$ cat config.mk
export PLATFORM = sky130hd
export DESIGN_NAME = rst_seq_ctrl
export DESIGN_NICKNAME = d
export VERILOG_FILES = /design/src/rtl/rst_seq_pkg.sv /design/src/rtl/sync_ff.sv /design/src/rtl/rst_seq_ctrl.sv
export SDC_FILE = /design/constraint.sdc
export NUM_CORES = 1
export LEC_CHECK = 0
export CORE_MARGIN = 8
export CORE_UTILIZATION = 43
export CTS_BUF_LIST = sky130_fd_sc_hd__clkbuf_4 sky130_fd_sc_hd__clkbuf_8 sky130_fd_sc_hd__clkbuf_16
export CTS_CLUSTER_DIAMETER = 80
export CTS_CLUSTER_SIZE = 25
export DETAILED_ROUTE_END_ITERATION = 10
export SLEW_MARGIN = 20
export SYNTH_ARGS = -nofsm -noshare
export SYNTH_HDL_FRONTEND = slang
export SYNTH_SLANG_ARGS = --single-unit
export TNS_END_PERCENT = 5
$ cat constraint.sdc
create_clock -name clk_in -period 2.6 [get_ports clk_in]
set_input_delay 0.52 -clock clk_in [delete_from_list [all_inputs] [get_ports clk_in]]
set_output_delay 0.52 -clock clk_in [all_outputs]
set_load 0.01 [all_outputs]
$ cat src/rtl/rst_seq_pkg.sv
// rst_seq_pkg: state encoding, counter sizing and parameter legality for rst_seq_ctrl
package rst_seq_pkg;
    typedef enum logic [1:0] {
        S_ASSERT    = 2'd0,
        S_WAIT_LOCK = 2'd1,
        S_RELEASE   = 2'd2,
        S_RUN       = 2'd3
    } state_t;

    function automatic int cnt_w(input int min_hold, input int lock_filt, input int step_dly);
        int m;
        m = min_hold > lock_filt ? min_hold : lock_filt;
        m = m > step_dly ? m : step_dly;
        return $clog2(m + 1);
    endfunction

    function automatic bit params_ok(input int sync_stages, input int n_rst, input int min_hold,
                                     input int lock_filt, input int step_dly);
        return sync_stages >= 2 && n_rst >= 1 && n_rst <= 16 &&
               min_hold >= 1 && lock_filt >= 1 && step_dly >= 1;
    endfunction
endpackage

$ cat src/rtl/sync_ff.sv
// sync_ff: DEPTH-flop single-bit synchroniser with asynchronous active-low clear
module sync_ff #(
    parameter int DEPTH = 2
) (
    input  logic clk_in,
    input  logic RSTn,
    input  logic d,
    output logic q
);
    logic [DEPTH-1:0] sr;

    // shift d through the chain; clearing is immediate so q drops with RSTn
    always_ff @(posedge clk_in or negedge RSTn)
        if (!RSTn) sr <= '0;
        else sr <= {sr[DEPTH-2:0], d};

    assign q = sr[DEPTH-1];
endmodule

$ cat src/rtl/rst_seq_ctrl.sv
// rst_seq_ctrl: synchronises board reset and PLL lock, then releases N_RST reset domains in order
module rst_seq_ctrl
    import rst_seq_pkg::*;
#(
    parameter int SYNC_STAGES = 2,
    parameter int N_RST       = 4,
    parameter int MIN_HOLD    = 4,
    parameter int LOCK_FILT   = 16,
    parameter int STEP_DLY    = 8
) (
    input  logic             clk_in,
    input  logic             RSTn,
    input  logic             i_locked,
    input  logic             i_soft_rst,
    output logic [N_RST-1:0] o_rst_n,
    output logic             o_ready,
    output logic [1:0]       o_state
);
    localparam int CW = cnt_w(MIN_HOLD, LOCK_FILT, STEP_DLY);
    localparam logic [CW-1:0] HOLD_END = CW'(MIN_HOLD - 1);
    localparam logic [CW-1:0] FILT_END = CW'(LOCK_FILT - 1);
    localparam logic [CW-1:0] STEP_END = CW'(STEP_DLY - 1);

    if (!params_ok(SYNC_STAGES, N_RST, MIN_HOLD, LOCK_FILT, STEP_DLY)) begin : g_bad_params
        $error("rst_seq_ctrl: illegal parameter set");
    end

    state_t           state, nxt;
    logic [CW-1:0]    cnt, cnt_nxt;
    logic [N_RST-1:0] rst_q, rst_nxt;
    logic             rst_sync, lock_sync, abort;

    sync_ff #(.DEPTH(SYNC_STAGES)) u_rst_sync (
        .clk_in(clk_in), .RSTn(RSTn), .d(1'b1), .q(rst_sync)
    );

    sync_ff #(.DEPTH(SYNC_STAGES)) u_lock_sync (
        .clk_in(clk_in), .RSTn(RSTn), .d(i_locked), .q(lock_sync)
    );

    assign abort = !lock_sync || i_soft_rst;

    // next state, shared phase counter and thermometer release pattern
    always_comb begin
        nxt     = state;
        cnt_nxt = '0;
        rst_nxt = rst_q;
        case (state)
            S_ASSERT: begin
                rst_nxt = '0;
                nxt     = cnt == HOLD_END ? S_WAIT_LOCK : S_ASSERT;
                cnt_nxt = cnt == HOLD_END ? '0 : cnt + 1'b1;
            end
            S_WAIT_LOCK: begin
                nxt     = i_soft_rst ? S_ASSERT : (lock_sync && cnt == FILT_END) ? S_RELEASE : S_WAIT_LOCK;
                cnt_nxt = (i_soft_rst || !lock_sync || cnt == FILT_END) ? '0 : cnt + 1'b1;
            end
            S_RELEASE: begin
                if (abort) begin
                    nxt     = S_ASSERT;
                    rst_nxt = '0;
                end else if (cnt == STEP_END) begin
                    rst_nxt = (rst_q << 1) | N_RST'(1);
                    nxt     = &rst_nxt ? S_RUN : S_RELEASE;
                end else begin
                    cnt_nxt = cnt + 1'b1;
                end
            end
            S_RUN: begin
                nxt     = abort ? S_ASSERT : S_RUN;
                rst_nxt = abort ? '0 : rst_q;
            end
        endcase
    end

    // registers held in S_ASSERT until the reset release has crossed the synchroniser
    always_ff @(posedge clk_in or negedge RSTn)
        if (!RSTn) begin
            state   <= S_ASSERT;
            cnt     <= '0;
            rst_q   <= '0;
            o_ready <= 1'b0;
        end else if (!rst_sync) begin
            state   <= S_ASSERT;
            cnt     <= '0;
            rst_q   <= '0;
            o_ready <= 1'b0;
        end else begin
            state   <= nxt;
            cnt     <= cnt_nxt;
            rst_q   <= rst_nxt;
            o_ready <= state == S_RUN && nxt == S_RUN;
        end

    assign o_rst_n = rst_q;
    assign o_state = state;
endmodule

==> results by group <==
Run status
  • Status: finished clean

Setup path
  • Most common cell type on the critical path: ha_1
  • Crit path launch: cnt[0]
  • Max Fanout on Critical Path: 6
  • Worst r2r src: cnt[0]
  • Critical path's slowest cell: nor4bb_1
  • CP required: 2.80 ns
  • Crit path buf inv count: 0
  • Worst EP arrival: 2.31 ns
  • CP cell instances: ha_1, and3_2, ha_1, nor4bb_1, a221oi_4, nor3_1
  • CP endpoint kind: flop
  • Critical Path Source Type: flop
  • Crit-path max cell delay: 0.63 ns
  • Crit path kind: flop to flop
  • Delay-heaviest family, CP: simple AND/OR/NAND/NOR gates

Logic synthesis
  • Post-synthesis mux area share: 1.32%
  • Ys flop type: dfrtp_1
  • Seq/Total Area, Yosys: around 47%
  • Synth cell types: 34
  • Number of synthesis warnings: 0
  • Largest family of logic cells by synthesized area: simple AND/OR/NAND/NOR gates
  • Post-Synth Adder-Cell Area: 10.2%
  • Xor and xnor area share after synthesis: 2.05%
  • Compound-Gate Fraction of Synth Area: between 15 and 20%
  • Post-synth EDFFs: 0
  • Yosys reg bits: 16
  • Mapped cell area: 856 sq um
  • Synthesized area per cell: 11.1 sq um
  • Post-synthesis cell count: 77
  • Synth Area in Simple Gates: roughly 18%
  • FFs w/ async S/R, synth: 100%
  • Mapped Nets: 88

Clocking
  • Post-CTS Setup Repair Bufs: 0
  • CTS Hold Bufs: 0
  • Clock Sinks: 16
  • CTS tree: yes
  • Clock Latency Late Sink: 0.28 ns
  • Worst-path clk slew: ~0.090 ns
  • Gates resized, CTS repair: 0
  • CTS H-tree depth: 1
  • Clock tree buffer depth: 2
  • CTS root buffer: clkbuf_4
  • CTS Buf Count: 3

Global routing
  • Congestion Overflow GR: 0
  • Antenna violations before repair: 0
  • Vias in the first global route: between 600 and 700
  • Largest net degree at the start of global routing: 17
  • First-pass GRT wire length: 3110 um
  • Global-route usage over all layers: 11.2%

Power
  • Pwr/cell area: 513 nW/um^2
  • Clock Power Share: between 30% and 40%
  • Flop pwr share: 53.1%
  • Switching Share: between 20% and 30%
  • Cell-internal power: 390 uW
  • Combinational Power Share: roughly 16%
  • Switch Pwr: 132 uW
  • Leakage power: 0.000447 uW
  • Overall Power: 522 uW
  • Peak VDD IR: 0.262 mV

Route
  • ANT nets after route: 0
  • Metal3 WL: around 59 um
  • Routed WL: 1700 um
  • Max Used Layer: met4
  • Met2 wire length: around 800 um
  • Vias: 619
  • DRT Pass-1 Iters: 2
  • First DRT Iteration DRCs: 10
  • Routed length per instance: 14.6 um
  • Vias/cell: 5.34
  • Wire length on met1: around 830 um
  • Drt drc: 0

Floorplanning
  • Top Ports: 11
  • Die H: 60.6 um
  • Core Region: 1920 sq um
  • Total die area: 3670 sq um
  • Num rows: 16
  • Initial Utilization: between 40% and 50%
  • Die X: 60.6 um

Placed design
  • Detailed Place HPWL: 1320 um
  • Placer Congestion: 0.851
  • Place WS: roughly 0.48 ns
  • PortBufs: 10

Cells and area
  • Nets: 101
  • Diodes inserted: 0
  • Share of cells above drive strength 1: 10.1%
  • Area growth from synthesis to layout: 19.0%

Min path
  • HP Class: flop to flop
  • HP Start: u_lock_sync.sr[0]

STA
  • Final count of pins violating max slew: 0
  • RSZ-0062 raised after global routing: no
  • Max_slew headroom: around 53%
  • Setup TNS: 0 ns
  • Worst Tran Pin Value: 0.702 ns
  • Tmin final: between 2 and 2.5 ns
  • Final Setup Violations: 0
  • Final WS setup: approximately 0.49 ns
  • Fin. Hold Viols: 0
  • Period utilization: 81.1%
  • Layout Skew: between 0.0005 and 0.0006 ns
  • Max frequency: approximately 470 MHz

Run
  • Count of max-cap constraint violations: 0
[area by class of cell]
class | instances | area, sq um
Inverter | 6 | 22.5
Clock buffer | 4 | 36.3
Sequential cell | 16 | 400
Timing Repair Buffer | 10 | 100
Fill cell | 192 | 903
Tap cell | 27 | 33.8
Multi-Input combinational cell | 53 | 425
[flip-flops by register name (all words and copies together), names as in the netlist]
name            cells
u_lock_sync.sr      2
o_state             2
o_rst_n             4
u_rst_sync.sr       2
cnt                 5
o_ready             1
[per-layer routing]
metal | vias up | global-route usage [%]
met1 | 301 | 13.8
met3 | 2 | 2.75
met4 | 0 | 5.98
li1 | 310 | -
met2 | 6 | 17.5
met5 | - | 0
[layout by cell type (no fill, tap or decap), drive strengths merged, types with 2 or more instances in the layout]
cell type | Yosys | final
nand2 | 6 | 6
a221oi | 3 | 3
o21ai | 2 | 2
inv | 6 | 6
o22ai | 4 | 4
ha | 7 | 7
clkdlybuf4s50 | 0 | 10
nor3 | 4 | 4
nand3 | 2 | 2
a211oi | 3 | 3
dfrtp | 16 | 16
clkbuf | 1 | 4
nor2b | 2 | 2
[kinds of logic (layout without fill, tap and decap cells)]
kind of cell | Yosys count | in the layout
AND/OR/NAND/NOR | 24 | 24
other | 1 | 1
buffers and inverters | 8 | 20
AO/OA/AOI/OAI | 18 | 18
XOR/XNOR | 2 | 2
flip-flops | 16 | 16
multiplexers | 1 | 1
adder cells (fa/ha/maj) | 7 | 7
[through the flow]
| stage | util (%) | instances | hold slack, ns | area [sq um] |
|---|---|---|---|---|
| 3_5_place_dp | 51.1 | 112 | 0.336 | 982 |
| 3_3_place_gp | 51.1 | 112 | 0.334 | 982 |
| 2_1_floorplan | - | 77 | 0.224 | 856 |
| 6_report | 53.0 | 116 | 0.363 | 1020 |
| 5_1_grt | 53.0 | 116 | 0.372 | 1020 |
| 4_1_cts | 53.0 | 116 | 0.358 | 1020 |
[worst paths after layout]
path | to | slack [ns] | cells after the start
min in group asynchronous | o_rst_n[2] | 0.65 | 1
max in group asynchronous | cnt[3] | 1.51 | 1
hold reg to reg | u_lock_sync.sr[1] | 0.36 | 0
setup / recovery | cnt[0] | 0.49 | 6
hold / removal | u_lock_sync.sr[1] | 0.36 | 0
setup reg to reg | cnt[0] | 0.49 | 6
[cell usage after synthesis (all sizes together) (2+ instances only)]
cell / number / area, sq um
inv: 6 / 22.5
o21ai: 2 / 10.0
nand3: 2 / 10.0
nand2: 6 / 22.5
a221oi: 3 / 43.8
nor2b: 2 / 12.5
a211oi: 3 / 22.5
ha: 7 / 87.6
nor3: 4 / 20.0
o22ai: 4 / 25.0
dfrtp: 16 / 400
[power by group through the flow]
stage | Clock, uW | Combinational, uW | Sequential, uW
global placement | 0 | 81.7 | 281
finish | 162 | 82.9 | 277
floorplan | 0 | 59.4 | 278
global route | 178 | 94.4 | 280
CTS | 169 | 84.6 | 277
detailed placement | 0 | 84.3 | 283
Power figures use the tool's default switching activity.
